$ cat src/rtl/wb_arbiter2.sv
// wb_arbiter2: two-master round-robin Wishbone B4 pipelined arbiter with outstanding-request limiting.
// Optional slave watchdog enabled by defining WB_ARB_TIMEOUT_EN.
module wb_arbiter2 #(
  parameter int AW = 32,
  parameter int DW = 32,
  parameter int MAX_OUTSTANDING = 4,
  parameter int TIMEOUT_CYCLES = 255
)(
  input  logic            clk,
  input  logic            rst,
  input  logic            m0_cyc,
  input  logic            m0_stb,
  input  logic            m0_we,
  input  logic [DW/8-1:0] m0_sel,
  input  logic [AW-1:0]   m0_adr,
  input  logic [DW-1:0]   m0_wdat,
  output logic [DW-1:0]   m0_rdat,
  output logic            m0_ack,
  output logic            m0_err,
  output logic            m0_stall,
  input  logic            m1_cyc,
  input  logic            m1_stb,
  input  logic            m1_we,
  input  logic [DW/8-1:0] m1_sel,
  input  logic [AW-1:0]   m1_adr,
  input  logic [DW-1:0]   m1_wdat,
  output logic [DW-1:0]   m1_rdat,
  output logic            m1_ack,
  output logic            m1_err,
  output logic            m1_stall,
  output logic            s_cyc,
  output logic            s_stb,
  output logic            s_we,
  output logic [DW/8-1:0] s_sel,
  output logic [AW-1:0]   s_adr,
  output logic [DW-1:0]   s_wdat,
  input  logic [DW-1:0]   s_rdat,
  input  logic            s_ack,
  input  logic            s_err,
  input  logic            s_stall
);
  localparam int CW = $clog2(MAX_OUTSTANDING + 1);
  typedef enum logic [1:0] {IDLE, GNT0, GNT1} state_t;
  state_t state, state_n;
  logic last, last_n;
  logic [CW-1:0] cnt, cnt_n;
  logic g0, g1, room, rsp_ok, inc, dec, to;

  always_ff @(posedge clk or posedge rst)
    if (rst) begin
      state <= IDLE;
      last  <= 1'b1;
      cnt   <= '0;
    end else begin
      state <= state_n;
      last  <= last_n;
      cnt   <= cnt_n;
    end

  always_comb begin
    state_n = state;
    last_n  = last;
    cnt_n   = to ? '0 : cnt + CW'(inc) - CW'(dec);
    if (state == IDLE) begin
      cnt_n = '0;
      if (m0_cyc & (!m1_cyc | last)) state_n = GNT0;
      else if (m1_cyc) state_n = GNT1;
    end else if (!s_cyc) begin
      state_n = IDLE;
      last_n  = g1;
      cnt_n   = '0;
    end
  end

  // Responses only count while requests are outstanding, so late acks after an abort or timeout are dropped.
  always_comb begin
    g0       = state == GNT0;
    g1       = state == GNT1;
    room     = cnt < CW'(MAX_OUTSTANDING);
    rsp_ok   = (g0 | g1) & (cnt != '0);
    s_cyc    = g0 ? m0_cyc : g1 & m1_cyc;
    s_we     = g0 ? m0_we : g1 & m1_we;
    s_sel    = g0 ? m0_sel : g1 ? m1_sel : '0;
    s_adr    = g0 ? m0_adr : g1 ? m1_adr : '0;
    s_wdat   = g0 ? m0_wdat : g1 ? m1_wdat : '0;
    s_stb    = s_cyc & (g0 ? m0_stb : m1_stb) & room;
    inc      = s_stb & !s_stall;
    dec      = rsp_ok & (s_ack | s_err);
    m0_stall = !g0 | s_stall | !room;
    m1_stall = !g1 | s_stall | !room;
    m0_ack   = g0 & rsp_ok & s_ack;
    m1_ack   = g1 & rsp_ok & s_ack;
    m0_err   = g0 & (rsp_ok & s_err | to);
    m1_err   = g1 & (rsp_ok & s_err | to);
    m0_rdat  = g0 ? s_rdat : '0;
    m1_rdat  = g1 ? s_rdat : '0;
  end

`ifdef WB_ARB_TIMEOUT_EN
  localparam int TW = $clog2(TIMEOUT_CYCLES + 1);
  logic [TW-1:0] wdt;
  logic idle_wdt;
  assign idle_wdt = (state == IDLE) | (cnt == '0) | s_ack | s_err;
  assign to = !idle_wdt & (wdt == TW'(TIMEOUT_CYCLES - 1));
  always_ff @(posedge clk or posedge rst)
    if (rst) wdt <= '0;
    else wdt <= (idle_wdt | to) ? '0 : wdt + 1'b1;
`else
  assign to = TIMEOUT_CYCLES < 0;
`endif
endmodule
$ cat config.mk
export PLATFORM = sky130hd
export DESIGN_NAME = wb_arbiter2
export DESIGN_NICKNAME = d
export VERILOG_FILES = /design/src/rtl/wb_arbiter2.sv
export SDC_FILE = /design/constraint.sdc
export NUM_CORES = 1
export LEC_CHECK = 0
export ABC_AREA = 1
export ABC_CLOCK_PERIOD_IN_PS = 7230
export CORE_AREA = 2 2 126 128
export DETAILED_ROUTE_END_ITERATION = 6
export DIE_AREA = 0 0 128 130
export GPL_ROUTABILITY_DRIVEN = 1
export HOLD_SLACK_MARGIN = 0.1
export PLACE_DENSITY_LB_ADDON = 0.08
export SKIP_LAST_GASP = 1
export SLEW_MARGIN = 20
export SYNTH_ARGS = -nofsm -noshare
export SYNTH_HDL_FRONTEND = slang
export SYNTH_SLANG_ARGS = --single-unit
export TNS_END_PERCENT = 50
$ cat constraint.sdc
create_clock -name clk -period 7.23 [get_ports clk]
set_input_delay 0.723 -clock clk [delete_from_list [all_inputs] [get_ports clk]]
set_output_delay 0.723 -clock clk [all_outputs]
set_load 0.005 [all_outputs]
### Word-level counts from Yosys, hierarchy flattened

Cells that the tools add are included.

| storage, ports and cells | value |
|---|---|
| bits of input ports | 179 |
| memory bits (read-only) | 0 |
| RAM bits | 0 |
| output and inout bits | 141 |
| register bits after elaboration | 6 |
| bits in latches | 0 |
| memories kept | 0 |

| operators by class | value |
|---|---|
| $mul | 0 |
| eq/ne operators | 4 |
| bitwise operators | 24 |
| $lt $le $gt $ge | 1 |
| shift operators | 0 |
| div/mod/pow operators | 0 |
| reduce and logical (&&, ||, !) cells | 9 |
| $add $sub $neg | 2 |
| mux-type cells | 17 |

Operator list:

| cell | number |
|---|---|
| two-way mux 32 bit | 6 |
| bitwise AND 1 bit | 15 |
| two-way mux 2 bit | 4 |
| two-way mux 4 bit | 2 |
| bitwise OR 1 bit | 7 |
| two-way mux 3 bit | 2 |
| logical NOT 1 bit | 5 |
| AND reduction 2 bit | 2 |
| adder 3 x 1 -> 3 bit | 1 |
| less-than comparator 3 bit (second input constant) | 1 |
| two-way mux 1 bit | 3 |
| != test 3 x 2 -> 1 bit (second input constant) | 1 |
| nonzero test 3 bit | 1 |
| subtractor 3 x 1 -> 3 bit | 1 |
| == test 2 x 1 -> 1 bit (second input constant) | 1 |
| == test 2 bit (second input constant) | 1 |
| logical NOT 2 bit | 1 |
| != test 2 x 1 -> 1 bit (second input constant) | 1 |
| inverter 1 bit | 2 |

### Logic depth before layout (Yosys ltp)

Gate-level depths: netlist of the first run.

| logic depth | value |
|---|---|
| word-level depth | 10 |
| depth in mapped cells | 15 |
| gate-level depth less buffers | 14 |

### Worst setup path after synthesis of the first run

OpenSTA, ideal clock, no wires.

| timing | value |
|---|---|
| kind | register -> register |
| start | register state[1] |
| end | register cnt[2] |
| path slack | 4888 ps |
| library setup time | 78 ps |
| stages on the path, launching flop included | 15 |
| data arrival time | 2265 ps |
| buffers on the path | 2 |
| cells stage by stage | dfrtp_1 > inv_1 > ha_1 > buf_4 > buf_4 > nand2_1 > a21oi_1 > nand3_1 > ha_1 > inv_1 > ha_1 > inv_1 > fa_1 > nand3b_1 > a21oi_1 |

| between the ends | value |
|---|---|
| cells in the longest elaborated chain, start to end | 10 |
| elaborated cells on any way between the ends | 16 |

RTL lines:

| element | RTL line | source |
|---|---|---|
| start, declared | 44 | `state_t state, state_n;` |
| start signal, assigned | 55 | `state <= state_n;` |
| == test 2 bit | 78 | `g1 = state == GNT1;` |
| bitwise AND 1 bit | 81 | `s_cyc = g0 ? m0_cyc : g1 & m1_cyc;` |
| two-way mux 1 bit | 81 |  |
| bitwise AND 1 bit (2 in a row) | 86 | `s_stb = s_cyc & (g0 ? m0_stb : m1_stb) & room;` |
| bitwise AND 1 bit | 87 | `inc = s_stb & !s_stall;` |
| adder 3 x 1 -> 3 bit | 63 | `cnt_n = to ? '0 : cnt + CW'(inc) - CW'(dec);` |
| subtractor 3 x 1 -> 3 bit | 63 |  |
| two-way mux 3 bit | 68 | `end else if (!s_cyc) begin` |
| two-way mux 3 bit (*) | 64 | `if (state == IDLE) begin` |
| via cnt_n[2] | 46 | `logic [CW-1:0] cnt, cnt_n;` |
| end signal, assigned | 57 | `cnt <= cnt_n;` |
| end, declared | 46 |  |

Mark *: on every way through the listed nets, which the timed path passes. The rest lies on a longest branch.
A chain may end at the register's enable or synchronous reset.

### Final worst setup path of the first run

| timing | value |
|---|---|
| start | register state[0] |
| end | output s_stb |

| between the ends | value |
|---|---|
| cells in the longest elaborated chain, start to end | 5 |
| elaborated cells on any way between the ends | 7 |

RTL lines:

| element | RTL line | source |
|---|---|---|
| == test 2 bit | 78 |  |
| via g1 | 47 | `logic g0, g1, room, rsp_ok, inc, dec, to;` |
| bitwise AND 1 bit | 81 |  |
| two-way mux 1 bit | 81 |  |
| bitwise AND 1 bit (2 in a row) | 86 |  |
| end, declared | 32 | `output logic s_stb,` |

The timed path passes the listed nets, and every way through them passes these cells.

==> results of run 1 <==
[how the worst min path moves through the flow]
stage                     slack [ps]             start                to
after global routing             500  last$_DFFE_PP1P_  last$_DFFE_PP1P_
after floorplan                  440  last$_DFFE_PP1P_  last$_DFFE_PP1P_
after detailed placement         460  last$_DFFE_PP1P_  last$_DFFE_PP1P_
after global placement           460  last$_DFFE_PP1P_  last$_DFFE_PP1P_
after CTS                        470  last$_DFFE_PP1P_  last$_DFFE_PP1P_
final                            470  last$_DFFE_PP1P_  last$_DFFE_PP1P_
[power groups by stage]
stage	clock network [uW]	registers [uW]	logic (uW)
6_report	92.5	48.2	1170
5_1_grt	97.6	49.2	1270
4_1_cts	94.0	48.3	1190
3_5_place_dp	0	48.7	1190
3_3_place_gp	0	48.2	1200
2_1_floorplan	0	46.4	487
[state kept, by name, summed over array words and instances, names as in the netlist]
signal,count
last,1
cnt,3
state,2
[per-stage QoR]
| stage | power [uW] | cells | setup slack [ps] |
|---|---|---|---|
| after floorplan | 533.0 | 292 | 4888 |
| after global placement | 1248 | 782 | 3599 |
| after detailed placement | 1237 | 782 | 3553 |
| after CTS | 1336 | 786 | 3303 |
| after global routing | 1416 | 786 | 3179 |
| final | 1309 | 786 | 3450 |
[worst max-delay path, delay by kind of cell, from the launching register on]
kind,cells,cell delay (ps)
flip-flops,1,410
AND/OR/NAND/NOR,4,1220
adder cells (fa/ha/maj),1,140
buffers and inverters,4,1040
[per-layer routing]
metal	global-route usage	vias up
li1	-	1542
met1	0.1282	1352
met5	0	-
met2	0.2620	147
met4	0.01164	0
met3	0.02583	3
[layout by cell type, fill, tap and decap left out, types with 2 or more instances in the layout]
master and n:
a21oi_1 3, a22o_1 69, buf_4 2, clkbuf_16 3, clkdlybuf4s50_1 319, dfrtp_1 5, ha_1 4, inv_1 79
nand2_1 85, nand3_1 6, nor2_1 5, nor3_1 4
[area by class of cell]
cell class / count / area (sq um)
multi-input combinational: 183 / 1147
tap: 192 / 240.2
fill: 1644 / 10300
inverter: 80 / 302.8
sequential: 6 / 151.4
timing repair buffer: 321 / 3208
clock buffer: 4 / 78.83
[kinds of logic after synthesis]
| group | count (synthesis) | synth area share |
|---|---|---|
| fa+ha+maj | 6 | 0.04807 |
| buf+inv | 103 | 0.2513 |
| flops | 6 | 0.08813 |
| compound gates | 73 | 0.3634 |
| simple gates | 104 | 0.2491 |
==> metrics, run 1 <==
endpoints failing hold=0; total gr overflow=0; CP Launch Type=flip-flop; R2R depth=15; Tightest Hold Check Type=flip-flop to flip-flop; Global Route Usage Sum=0.1240; area leader, netlist=a22o_1; Post-synth ARST share=1.000; CP Data Required Time=around 6500 ps; total CTS buffers=3; sequential fraction of the synthesis area=0.08813; Worst Setup EP=s_stb; routed len/inst=between 10 and 15 um; Pleak=between 0.002 and 0.0025 uW; vias in the first global route=about 2800; most used cell, CP=nand2_1; IO Count=320; worst stage delay on the critical path=just over 700 ps; Rows=46; Skew-Pair Late Insertion Delay=230 ps; met2 routed WL=slightly below 7000 um; top-count cell post-synth=nand2_1; Flop pwr share=0.037; DR WL met3=between 800 and 900 um; power density cells=~260 nW/um^2; Core ar.=approximately 15000 sq um; Crit Path Max Fanout=70; synth warn=0; peak supply drop=around 0.13 mV; Final Critical Period=between 3000 and 4000 ps; initial antenna violation count=0; drt first pass iters=4; Sw Pwr=~500 uW; die area=about 17000 sq um; htree depth=1; hold depth=2; CTS root buffer=clkbuf_16; number of synthesized flops with an enable pin=0; CP cell instances=inv_1 -> ha_1 -> buf_4 -> inv_4 -> nor2_8 -> nand2_1 -> nand2_1 -> and2_1 -> clkdlybuf4s50_1; slew at the pin closest to its max-slew limit=around 1000 ps; die width=approximately 130 um; final wirelength=11780 um; RR Endpoint=cnt[2]$_DFF_PP0_; Commonest cells post-synth=nand2_1 (85), inv_1 (79), a22o_1 (69); layout cells sized above 1=0.01515; CTS tree=done; DR iter-0 viols=134; Setup TNS=0 ps; clock power share=0.071; Max Transition Viols Final=0; final instance area=a little over 5000 sq um; Final setup viols=0; post-CTS setup buffers=0; Syn Std Cell Area=about 1700 sq um; clk_skew=2.546 ps; via count of the routed design=3044; DR top layer=met4; period utilization=0.5228; internal power=about 810 uW; status=completed; CTS sink count=6; Critical Path Start=state[0]$_DFFE_PP0P_; Syn Nets=approximately 480; clk buf depth=2; antenna-violating nets left=0; Initial Util=0.1114; # DRC=0; met1 wire length=4118 um; Worst setup EP type=output port; ant diodes=0; CTS Hold Bufs=0; fmax=264.6 MHz; RSZ-0062 raised after global routing=no; syn avg cell area=approximately 6 sq um; slew margin rel.=0.3340; IO Port Bufs=319; Synth-to-Final Area Change=198.5%; final net count=between 700 and 800; Synth cell types=21; DP HPWL=9886 um; type of the worst setup path=flip-flop to output port; synthesized instance count=292; top cell type's share of synthesized area=0.3518; Logic pwr share=0.893; Sw Share=0.3810; GP Congestion=between 0.7 and 0.8; clk slew on worst S/H paths=~30 ps; Hold WS=~470 ps; Critical Path AT=between 3000 and 4000 ps; Max Cap Violations=0; Die Height=between 100 and 150 um; flop2flop setup slack=between 3000 and 4000 ps; PostCTS Resize Cnt=0; worst r2r src=state[0]$_DFFE_PP0P_; dominant synthesized flop cell=dfrtp_1; DP Area=5050 sq um; Yosys reg bits=6; Critical Path Slowest Stage Cell=nor2_8; pin count of the biggest net entering global routing=between 70 and 80; fin util=0.3325; synth top area cells=a22o_1 (35%), nand2_1 (19%), inv_1 (17%), dfrtp_1 (7.3%), buf_2 (3.8%); first-pass GRT wire length=~16000 um; via/cell ratio=3.873
(Power assumes the default switching activity.)
==> run 2: changes to the inputs <==
Settings changed: ABC_CLOCK_PERIOD_IN_PS 7230 to 3500, CORE_AREA 2 2 126 128 to 2 2 125 127, DIE_AREA 0 0 128 130 to 0 0 127 129.
Clock period 7.23 ns to 3.5 ns, I/O delays scaled along.
==> metrics, run 2 (synthesis gave the netlist of run 1 again) <==
status=completed; register name with the most flops=cnt; PnR worst setup slack=between 700 and 800 ps; GP Congestion=0.7442; DR iter-0 viols=85; RSZ-0062 raised after global routing=no; Tightest Hold Check Type=input pin to async pin; via count of the routed design=between 3000 and 4000; drt first pass iters=4; clk buf depth=2; vias in the first global route=around 2800; Largest regs=cnt (3), state (2), last (1); most frequent cells in the layout=clkdlybuf4s50_1 (319), nand2_1 (85), inv_1 (79); RR Endpoint=cnt[2]$_DFF_PP0_; flop2flop setup slack=around 1000 ps; post-CTS setup buffers=0; CP Launch Type=flip-flop; Core ar.=about 15000 sq um; Setup TNS=0 ps; slew at the pin closest to its max-slew limit=between 500 and 600 ps; Die Height=129 um; most common library cell in the layout ignoring fill and taps=clkdlybuf4s50_1; CTS Hold Bufs=0; CTS root buffer=clkbuf_16; Critical Path AT=between 2000 and 2500 ps; initial antenna violation count=0; CTS sink count=6; IO Port Bufs=319; worst stage delay on the critical path=roughly 550 ps; ant diodes=0; CTS tree=done; die width=127 um; CP cell instances=inv_1 -> ha_4 -> buf_4 -> a22o_1 -> clkdlybuf4s50_1; routed len/inst=approximately 16 um; Critical Path Slowest Stage Cell=buf_4; type of the worst setup path=flip-flop to output port; slew margin rel.=0.6231; Global Route Usage Sum=0.1306; fill cell count=1605; clk slew on worst S/H paths=approximately 40 ps; Max Cap Violations=0; total gr overflow=0; die area=16380 sq um; total CTS buffers=3; Place WS=917.1 ps; power density cells=530.9 nW/um^2; pin count of the biggest net entering global routing=70; peak supply drop=0.2600 mV; Critical Path Start=state[1]$_DFFE_PP0P_; PostCTS Resize Cnt=0; Worst setup EP type=output port; Pleak=0.002447 uW; Synth-to-Final Area Change=199.9%; IO Count=between 300 and 400; Skew-Pair Late Insertion Delay=around 230 ps; Final setup viols=0; Final Critical Period=around 2800 ps; via/cell ratio=about 4; DP HPWL=10420 um; fmax=357.4 MHz; endpoints failing hold=0; layout cells sized above 1=0.01846; Initial Util=0.1147; R2R depth=12; Crit Path Max Fanout=53; htree depth=1; clk_skew=about 3.0 ps; max FFs per register=3; CP Data Required Time=between 3000 and 4000 ps; final net count=782; worst r2r src=state[1]$_DFFE_PP0P_; # DRC=0; final wirelength=about 12000 um; Worst Setup EP=s_wdat[10]; Rows=45; first-pass GRT wire length=between 15000 and 20000 um; period utilization=0.7994; Max Transition Viols Final=0; antenna-violating nets left=0
[run 2: cell type report]
class	count	area, sq um	area share
Timing Repair Buffer	323	3236	0.6281
Multi-Input combinational cell	183	1147	0.2227
Inverter	80	302.8	0.05878
Tap cell	188	235.2	0.04566
Sequential cell	6	151.4	0.02939
Clock buffer	4	78.83	0.01530
[run 2: critical path, delay by kind of cell (launching register included)]
family,cells,cell delay (ps)
adders and majority gates,1,350
AOI/OAI and AO/OA,1,240
buffers and inverters,3,1220
DFF,1,390
[run 2: per-layer routing]
metal,wire (um),track usage
met3,882,0.02453
met2,7048,0.2770
met4,85,0.01875
met1,4283,0.1331
met5,0,0
[run 2: worst min-delay path by stage]
stage	startpoint	to	slack, ps
4_1_cts	rst	cnt[0]$_DFF_PP0_	340
3_5_place_dp	last$_DFFE_PP1P_	last$_DFFE_PP1P_	460
2_1_floorplan	rst	cnt[0]$_DFF_PP0_	140
6_report	rst	cnt[0]$_DFF_PP0_	330
5_1_grt	rst	cnt[0]$_DFF_PP0_	370
3_3_place_gp	last$_DFFE_PP1P_	last$_DFFE_PP1P_	460
[run 2: per-stage QoR]
stage	total power, uW	area [sq um]	cells	utilization	hold slack, ps
floorplan	1101	1718	292	-	140.2
global placement	2606	5072	780	0.3387	459.4
detailed placement	2589	5072	780	0.3387	458.7
CTS	2794	5151	784	0.3439	345.0
global route	2957	5151	784	0.3439	371.1
finish	2735	5151	784	0.3439	334.2
[run 2: power breakdown]
part           leakage [uW]  switching [uW]  internal (uW)
combinational       0.00233             986           1460
clock             0.0000382            38.9            151
sequential        0.0000783            12.7           87.2
==> run 3: changes to the inputs <==
Settings changed: ABC_CLOCK_PERIOD_IN_PS 3500 to 2700.
Clock period 3.5 ns to 2.7 ns, I/O delays scaled along.
==> metrics, run 3 (synthesis gave the netlist of run 1 again) <==
Die Height=around 130 um; Crit Path Max Fanout=64; GR peak layer=met2; fin util=0.3442; CTS tree=done; Initial Util=0.1147; PostCTS Resize Cnt=0; Synth-to-Final Area Change=200.1%; clk_skew=around 0.19 ps; Critical Path Start=state[1]$_DFFE_PP0P_; die width=between 100 and 150 um; Largest regs=cnt (3), state (2), last (1); max FFs per register=3; Tightest Hold Check Type=input pin to async pin; Global Route Usage Sum=0.1322; CTS sink count=6; Critical Path AT=2220 ps; Sw Share=0.3820; htree depth=1; slew margin rel.=0.6569; type of the worst setup path=flip-flop to output port; fmax=around 400 MHz; Sw Pwr=roughly 1400 uW; Max Cap Violations=0; final instance area=5155 sq um; GR Util met1=0.1344; met2 GRT Util=0.2764; endpoints failing hold=0; clk slew on worst S/H paths=30 ps; post-CTS setup buffers=0; Final setup viols=0; layout cells sized above 1=0.01846; drt first pass iters=4; CP Launch Type=flip-flop; pin count of the biggest net entering global routing=70; initial antenna violation count=0; DP HPWL=between 10000 and 15000 um; GP Congestion=around 0.75; via/cell ratio=3.901; first-pass GRT wire length=roughly 17000 um; # DRC=0; via count of the routed design=~3100; Max Transition Viols Final=0; most frequent cells in the layout=clkdlybuf4s50_1 (319), nand2_1 (85), inv_1 (79); Flop pwr share=0.037; CP Data Required Time=around 2400 ps; register name with the most flops=cnt; vias in the first global route=roughly 3000; Core ar.=around 15000 sq um; most common library cell in the layout ignoring fill and taps=clkdlybuf4s50_1; IO Count=320; power density cells=691.3 nW/um^2; status=completed; GR Layer Usage met3=0.03077; Logic pwr share=0.893; CTS Hold Bufs=0; total CTS buffers=3; routed len/inst=between 15 and 20 um; clock power share=0.071; CTS root buffer=clkbuf_16; final net count=roughly 800; slew at the pin closest to its max-slew limit=between 500 and 600 ps; fill cell count=approximately 1600; period utilization=0.9231; IO Port Bufs=approximately 320; final wirelength=approximately 12000 um; RSZ-0062 raised after global routing=no; Pleak=approximately 0.0024 uW; Setup TNS=0 ps; worst r2r src=state[0]$_DFFE_PP0P_; Rows=45; peak supply drop=approximately 0.56 mV; Final Critical Period=roughly 2500 ps; flop2flop setup slack=around 270 ps; total gr overflow=0; Hold WS=259.0 ps; DP Area=~5000 sq um; die area=~16000 sq um; antenna-violating nets left=0; DR iter-0 viols=106; clk buf depth=2; ant diodes=0; internal power=between 2000 and 2500 uW; Worst setup EP type=output port; Skew-Pair Late Insertion Delay=between 200 and 250 ps
[run 3: final cells by class]
class | count | area [sq um] | share of cell area
Clock buffer | 4 | 78.83 | 0.01529
Inverter | 80 | 302.8 | 0.05874
Multi-Input combinational cell | 183 | 1147 | 0.2226
Sequential cell | 6 | 151.4 | 0.02937
Tap cell | 188 | 235.2 | 0.04563
Timing Repair Buffer | 323 | 3239 | 0.6284
[run 3: path summary, 6_finish.rpt]
path | endpoint | cells past startpoint
worst max register to register | cnt[2]$_DFF_PP0_ | 14
worst max-delay path | s_wdat[3] | 5
worst min-delay path | cnt[0]$_DFF_PP0_ | 2
min in group clk | last$_DFFE_PP1P_ | 2
worst min register to register | last$_DFFE_PP1P_ | 2
max in group asynchronous | last$_DFFE_PP1P_ | 2
[run 3: metrics by stage]
step	power (uW)	worst slack, ps	cells
3_3_place_gp	3381	303.3	780
5_1_grt	3839	52.11	784
6_report	3563	207.7	784
4_1_cts	3633	31.22	784
3_5_place_dp	3365	236.5	780
2_1_floorplan	1427	357.6	292
[run 3: power by group through the flow]
stage	clock, uW	combinational (uW)	sequential (uW)
2_1_floorplan	0	1300	124
3_3_place_gp	0	3250	130
3_5_place_dp	0	3230	131
4_1_cts	256	3250	131
5_1_grt	259	3450	133
6_report	252	3180	131
[run 3: metal layers]
metal	vias up	part of all wire
met5	-	0
met4	0	0.0061
met3	7	0.080
met2	142	0.57
met1	1369	0.34
li1	1540	-
[run 3: critical path: stages (launching register included)]
cell and delay, ps:
dfrtp_1 390, inv_1 120, ha_4 220, buf_6 410, a22o_1 270, clkdlybuf4s50_1 530
